===== src/rtl/melody_seq_if.sv =====
// melody_seq_if: player controls and buzzer PWM generator drive of the melody sequencer.
interface melody_seq_if;
    logic        start;
    logic        stop;
    logic        loop_en;
    logic [1:0]  vol;
    logic [31:0] counter_arr;
    logic [31:0] counter_ccr;
    logic        pwm_gen_en;
    logic        busy;
    logic [3:0]  note_idx;
    logic        done;
    modport master (
        output start, stop, loop_en, vol,
        input  counter_arr, counter_ccr, pwm_gen_en, busy, note_idx, done
    );
    modport slave (
        input  start, stop, loop_en, vol,
        output counter_arr, counter_ccr, pwm_gen_en, busy, note_idx, done
    );
endinterface


===== src/rtl/melody_seq.sv =====
// melody_seq: tempo-timed note ROM player driving the buzzer PWM generator period, compare and enable.
module melody_seq #(
    parameter int BEAT_CYCLES = 12_500_000,
    parameter int GAP_CYCLES  = 500_000,
    parameter int SONG_LEN    = 16
) (
    input logic          sys_clk,
    input logic          sys_rst_n,
    melody_seq_if.slave  mel
);
    typedef enum logic [2:0] {IDLE, LOAD, NOTE, GAP, DONE} state_t;
    localparam logic [31:0] PERIOD [8] = '{32'd0, 32'd190840, 32'd170068, 32'd151515,
                                           32'd143266, 32'd127551, 32'd113636, 32'd101214};
    // {code, dur}: do..si, high do (two beats), rest, then end markers
    localparam logic [5:0] SONG [16] = '{6'd4, 6'd8, 6'd12, 6'd16, 6'd20, 6'd24, 6'd28, 6'd33,
                                         6'd0, 6'd60, 6'd60, 6'd60, 6'd60, 6'd60, 6'd60, 6'd60};
    state_t      state_q;
    logic [3:0]  idx_q;
    logic [31:0] arr_q, ccr_q;
    logic        en_q, busy_q, done_q;
    logic [26:0] cnt_q;
    logic [5:0]  entry;
    logic [3:0]  code;
    logic [31:0] base, arr_d, ccr_d;
    logic [26:0] cnt_d;
    always_comb begin
        entry = SONG[idx_q];
        code  = entry[5:2];
        base  = PERIOD[code[3] ? code[2:0] + 3'd1 : code[2:0]];
        arr_d = code == 4'd0 ? 32'd1 : code[3] ? base >> 1 : base;
        ccr_d = arr_d >> ({1'b0, mel.vol} + 3'd1);
        cnt_d = 27'(BEAT_CYCLES) * ({25'd0, entry[1:0]} + 27'd1) - 27'd1;
    end
    always_ff @(posedge sys_clk or negedge sys_rst_n) begin
        if (!sys_rst_n) begin
            state_q <= IDLE;
            idx_q   <= '0;
            arr_q   <= 32'd1;
            ccr_q   <= '0;
            en_q    <= 1'b0;
            busy_q  <= 1'b0;
            done_q  <= 1'b0;
            cnt_q   <= '0;
        end else begin
            done_q <= 1'b0;
            if (mel.stop) begin
                state_q <= IDLE;
                idx_q   <= '0;
                arr_q   <= 32'd1;
                ccr_q   <= '0;
                en_q    <= 1'b0;
                busy_q  <= 1'b0;
            end else begin
                case (state_q)
                    IDLE: if (mel.start) begin
                        state_q <= LOAD;
                        busy_q  <= 1'b1;
                        idx_q   <= '0;
                    end
                    LOAD: if (code == 4'd15) begin
                        if (mel.loop_en) idx_q <= '0;
                        else begin
                            state_q <= DONE;
                            done_q  <= 1'b1;
                            arr_q   <= 32'd1;
                            ccr_q   <= '0;
                        end
                    end else begin
                        state_q <= NOTE;
                        arr_q   <= arr_d;
                        ccr_q   <= ccr_d;
                        en_q    <= code != 4'd0;
                        cnt_q   <= cnt_d;
                    end
                    NOTE: if (cnt_q == '0) begin
                        state_q <= GAP;
                        en_q    <= 1'b0;
                        cnt_q   <= 27'(GAP_CYCLES - 1);
                    end else cnt_q <= cnt_q - 27'd1;
                    // the last ROM slot ends the song even without an end marker
                    GAP: if (cnt_q != '0) cnt_q <= cnt_q - 27'd1;
                    else if (idx_q != 4'(SONG_LEN - 1)) begin
                        idx_q   <= idx_q + 4'd1;
                        state_q <= LOAD;
                    end else if (mel.loop_en) begin
                        idx_q   <= '0;
                        state_q <= LOAD;
                    end else begin
                        state_q <= DONE;
                        done_q  <= 1'b1;
                        arr_q   <= 32'd1;
                        ccr_q   <= '0;
                    end
                    DONE: begin
                        state_q <= IDLE;
                        busy_q  <= 1'b0;
                        idx_q   <= '0;
                    end
                    default: state_q <= IDLE;
                endcase
            end
        end
    end
    assign mel.counter_arr = arr_q;
    assign mel.counter_ccr = ccr_q;
    assign mel.pwm_gen_en  = en_q;
    assign mel.busy        = busy_q;
    assign mel.note_idx    = idx_q;
    assign mel.done        = done_q;
endmodule


===== src/flat_wrapper.sv =====
// flat-port wrapper written by rule: the top's interface ports become plain ports
module melody_seq_flat 
#(
    parameter int BEAT_CYCLES = 12_500_000,
    parameter int GAP_CYCLES  = 500_000,
    parameter int SONG_LEN    = 16
)
  (sys_clk, sys_rst_n, mel_start, mel_stop, mel_loop_en, mel_vol, mel_counter_arr, mel_counter_ccr, mel_pwm_gen_en, mel_busy, mel_note_idx, mel_done);
  melody_seq_if mel_i ();
  input logic sys_clk;
  input logic sys_rst_n;
  input wire logic [$bits(mel_i.start)-1:0] mel_start;
  input wire logic [$bits(mel_i.stop)-1:0] mel_stop;
  input wire logic [$bits(mel_i.loop_en)-1:0] mel_loop_en;
  input wire logic [$bits(mel_i.vol)-1:0] mel_vol;
  output wire logic [$bits(mel_i.counter_arr)-1:0] mel_counter_arr;
  output wire logic [$bits(mel_i.counter_ccr)-1:0] mel_counter_ccr;
  output wire logic [$bits(mel_i.pwm_gen_en)-1:0] mel_pwm_gen_en;
  output wire logic [$bits(mel_i.busy)-1:0] mel_busy;
  output wire logic [$bits(mel_i.note_idx)-1:0] mel_note_idx;
  output wire logic [$bits(mel_i.done)-1:0] mel_done;
  assign mel_i.start = mel_start;
  assign mel_i.stop = mel_stop;
  assign mel_i.loop_en = mel_loop_en;
  assign mel_i.vol = mel_vol;
  assign mel_counter_arr = mel_i.counter_arr;
  assign mel_counter_ccr = mel_i.counter_ccr;
  assign mel_pwm_gen_en = mel_i.pwm_gen_en;
  assign mel_busy = mel_i.busy;
  assign mel_note_idx = mel_i.note_idx;
  assign mel_done = mel_i.done;
  melody_seq #(.BEAT_CYCLES(BEAT_CYCLES), .GAP_CYCLES(GAP_CYCLES), .SONG_LEN(SONG_LEN)) u_core (.sys_clk(sys_clk), .sys_rst_n(sys_rst_n), .mel(mel_i));
endmodule

===== config.mk =====
export PLATFORM = sky130hd
export DESIGN_NAME = melody_seq_flat
export DESIGN_NICKNAME = d
export VERILOG_FILES = /design/src/rtl/melody_seq_if.sv /design/src/rtl/melody_seq.sv /design/src/flat_wrapper.sv
export SDC_FILE = /design/constraint.sdc
export NUM_CORES = 1
export LEC_CHECK = 0
export ABC_AREA = 0
export BUFFER_PORTS_ARGS = -buffer_cell sky130_fd_sc_hd__buf_2
export CORE_MARGIN = 8
export CORE_UTILIZATION = 45
export CTS_BUF_LIST = sky130_fd_sc_hd__clkbuf_4 sky130_fd_sc_hd__clkbuf_8
export DETAILED_ROUTE_END_ITERATION = 10
export MAX_ROUTING_LAYER = met4
export PLACE_DENSITY = 0.72
export SYNTH_ARGS = -nofsm -noshare
export SYNTH_HDL_FRONTEND = slang
export SYNTH_SLANG_ARGS = --single-unit
export TNS_END_PERCENT = 50

===== constraint.sdc =====
create_clock -name sys_clk -period 4.1 [get_ports sys_clk]
set_clock_uncertainty 0.2 [all_clocks]
set_input_delay 0.41 -clock sys_clk [delete_from_list [all_inputs] [get_ports sys_clk]]
set_output_delay 0.41 -clock sys_clk [all_outputs]
set_load 0.005 [all_outputs]

==> summary.md <==
| Metric | Value |
|---|---|
| Outcome | `finished, violations left` |
| Failing checks | `negative hold slack` |
| Sequential share of the synthesized area | `43.0%` |
| Ratio of cells with drive above 1 in the final layout | `19.1%` |
| Die area | `0.0170 mm^2` |
| Area occupied by multi-input gates | `0.00308 mm^2` |
| Core area | `0.0127 mm^2` |
| Mapped Avg Cell Area | `9.01 um^2` |
| Synth cell types | `82` |
| # IOs | `78` |
| Post-synthesis compound-gate area fraction | `23.7%` |
| Most used cell along the critical path | `ha_1` |
| Final WL | `17000 um` |
| Main combinational cell family by area after synthesis | `compound AO/OA/AOI/OAI gates` |
| Power per cell area | `362 mW/mm^2` |
| Total CTS buffers | `9` |
| HPWL Detailed | `12300 um` |
| Vias | `5498` |
| Post-synthesis instance total | `653` |
| Leak | `3.12 nW` |
| Drc violations | `0` |
| Reg2reg path depth | `10` |
| Commonest non-fill, non-tap cell in the layout | `dfrtp_1` |
| Drt first pass iters | `5` |
| Max-Cap Viols | `0` |
| Terminus of the critical flop-to-flop path | `u_core.mel.counter_ccr[9]` |
| Max stage delay on crit path | `0.49 ns` |
| Die height | `130 um` |
| Crit path DAT | `3.93 ns` |
| Setup violators final | `0` |
| TNS Setup | `0 ns` |
| Die width | `130 um` |
| Register bit count reported by yosys | `101` |
| IO Port Bufs | `77` |
| CP max stage cell | `dfrtp_2` |
| R2r setup slk | `0.25 ns` |
| RSZ-0062 raised after global routing | `no` |
| Register Area | `0.00253 mm^2` |
| Least-Margin Pin Slew | `1.02 ns` |
| Post-synth EDFFs | `0` |
| CTS hold repair buffers | `0` |
| Crit. End Element | `flop` |
| # diodes | `0` |
| Area grow syn2layout | `12.1%` |
| Hold crit path type | `primary input to asynchronous set/reset pin` |
| Pins Over Slew Limit | `0` |
| CP cell instances | `ha_1 > ha_1 > xnor2_1 > and2_1 > inv_1 > ha_1 > mux2_2 > o22ai_1 > o22ai_1 > o31ai_1` |
| Critical path class | `flop to flop` |
| Clock Pin Slew Worst Setup and Hold Paths | `0.11 ns` |
| Final hold slack | `-0.00521 ns` |
| CTS tree | `done` |
| Xor/xnor share of the synthesized area | `1.04%` |
| FP Rows | `41` |
| Max H-tree Level | `3` |
| Critical Path RT | `4.18 ns` |
| Worst r2r src | `u_core.mel.note_idx[0]` |
| Worst IR Drop VDD | `229 uV` |
| Longest Clk Path Bufs | `2` |
| Fin area | `0.00660 mm^2` |
| Gpl congestion | `0.933` |
| First-pass GRT wire length | `27900 um` |
| WL/cell | `19.1 um` |
| Starting Density | `46.4%` |
| Worst Setup Start Kind | `flop` |
| Simple-Gate Fraction of Synth Area | `22.7%` |
| Worst rel slew slack | `32.1%` |
| Clock sinks | `101` |
| Total track usage | `21.1%` |
| Layout Nets | `733` |
| Adder-cell share of the synthesized area | `2.98%` |
| Aggregate global routing overflow | `0` |
| Post-DRT Antenna Nets | `0` |
| Min Tclk post-route | `3.85 ns` |
| Tcrit/Tclk final | `93.9%` |
| Most frequent cells in the layout | `dfrtp_1, buf_2, nor2_1` |
| Syn Nets | `674` |
| Placed Area | `0.00640 mm^2` |
| Antenna violations before repair | `0` |
| Largest net degree at the start of global routing | `83` |
| DR vias/cell | `6.18` |
| Multiplexer area fraction after synthesis | `1.81%` |
| Peak Freq | `260 MHz` |
| Ys Warns | `0` |
| Detailed Route Iter0 Violations | `722` |
| Post-Syn Area | `0.00588 mm^2` |
| Synth Flop Type | `dfrtp_1` |
| Root buffer cell | `clkbuf_8` |
| Ys async rst share | `100%` |
| Number of global-route vias before repair | `5481` |
| FILL cells | `1192` |
| Final hold vios | `4` |
| Crit Path Max Fanout | `11` |
| Skew-Pair Late Insertion Delay | `0.38 ns` |
critical path: cells and delay by family (launching register included):
kind            cells  cell delay [ns]
fa+ha+maj           3             0.95
mux                 1             0.29
buf+inv             1             0.18
simple gates        1             0.41
xor+xnor            1             0.25
compound gates      3             0.97
flops               1             0.49
how the worst max path moves through the flow:
stage,startpoint,endpoint,cells after the start
floorplan,u_core.mel.note_idx[0],u_core.mel.counter_ccr[1],15
CTS,u_core.mel.note_idx[0],u_core.mel.counter_ccr[1],12
detailed placement,u_core.mel.note_idx[0],u_core.mel.counter_ccr[1],12
finish,u_core.mel.note_idx[0],u_core.mel.counter_ccr[9],10
global route,u_core.mel.note_idx[0],u_core.mel.counter_ccr[1],14
global placement,u_core.mel.note_idx[0],u_core.mel.counter_ccr[1],12
sequential cells by signal (all words and copies together), names as in the netlist:
signal	count
u_core.cnt_q	27
u_core.mel.counter_ccr	32
u_core.state_q	3
u_core.mel.pwm_gen_en	1
u_core.mel.done	1
u_core.mel.note_idx	4
u_core.mel.busy	1
u_core.mel.counter_arr	32
routing by layer:
metal	vias up	GRT usage, %	routed length [um]
li1	2537	-	-
met1	2668	27.3	7500
met2	254	31.7	7860
met3	39	4.04	1180
met4	0	9.39	476
met5	-	-	0
per-stage QoR:
step                std cells  hold slack, ns  worst slack, ns  total power, mW  util [%]
floorplan                 653         -0.0856            0.254             1.54         -
global placement          873           0.264            0.409             1.73      50.5
detailed placement        873           0.272            0.246             1.75      50.5
CTS                       889          0.0324            0.238             2.39      52.0
global route              889          0.0815           0.0584             2.52      52.0
finish                    889        -0.00521            0.250             2.39      52.0
report_power, final:
| part | total, mW | internal (mW) | switching [mW] |
|---|---|---|---|
| Sequential | 1.18 | 1.09 | 0.0914 |
| Clock | 0.651 | 0.255 | 0.396 |
| Combinational | 0.557 | 0.194 | 0.363 |
| Total | 2.39 | 1.54 | 0.850 |
synthesized netlist by cell type, types with 5 or more instances:
cell / instances / area, um^2
dfrtp_1: 100 / 2500
nor2_1: 65 / 244
nand2_1: 52 / 195
o21ai_0: 46 / 230
and3_1: 32 / 200
a21oi_1: 31 / 155
nand3_1: 28 / 140
clkbuf_1: 26 / 97.6
inv_1: 20 / 75.1
nor3_1: 15 / 75.1
a22oi_1: 14 / 105
ha_1: 14 / 175
o211ai_1: 14 / 105
o31ai_1: 14 / 105
buf_2: 12 / 60.1
o22ai_1: 10 / 62.6
a211oi_1: 9 / 67.6
a31oi_1: 9 / 56.3
nor4_1: 8 / 50.1
a21o_1: 7 / 52.6
or3_1: 7 / 43.8
nand2b_1: 6 / 37.5
xnor2_1: 6 / 52.6
mux2i_1: 5 / 50.1
nand4_1: 5 / 31.3
or4_1: 5 / 37.5
area by class of cell:
| cell class | count | area share [%] |
|---|---|---|
| multi-input cells | 487 | 46.7 |
| flip-flops and latches | 101 | 38.4 |
| well taps | 172 | 3.26 |
| clock inverters | 6 | 0.892 |
| clock buffers | 10 | 2.09 |
| repair buffers | 91 | 7.47 |
| inverters | 22 | 1.25 |
what timing repair did:
action	in CTS	in global routing
gates resized for setup	0	1
buffers inserted	0	0
setup endpoints to repair	0	3
kinds of logic after synthesis:
kind of cell / count (synthesis)
AOI/OAI and AO/OA: 203
xor gates and xnor gates: 7
adders and majority gates: 14
buffers and inverters: 65
DFF: 101
muxes: 9
and+or+nand+nor: 254
Power figures use the tool's default switching activity.
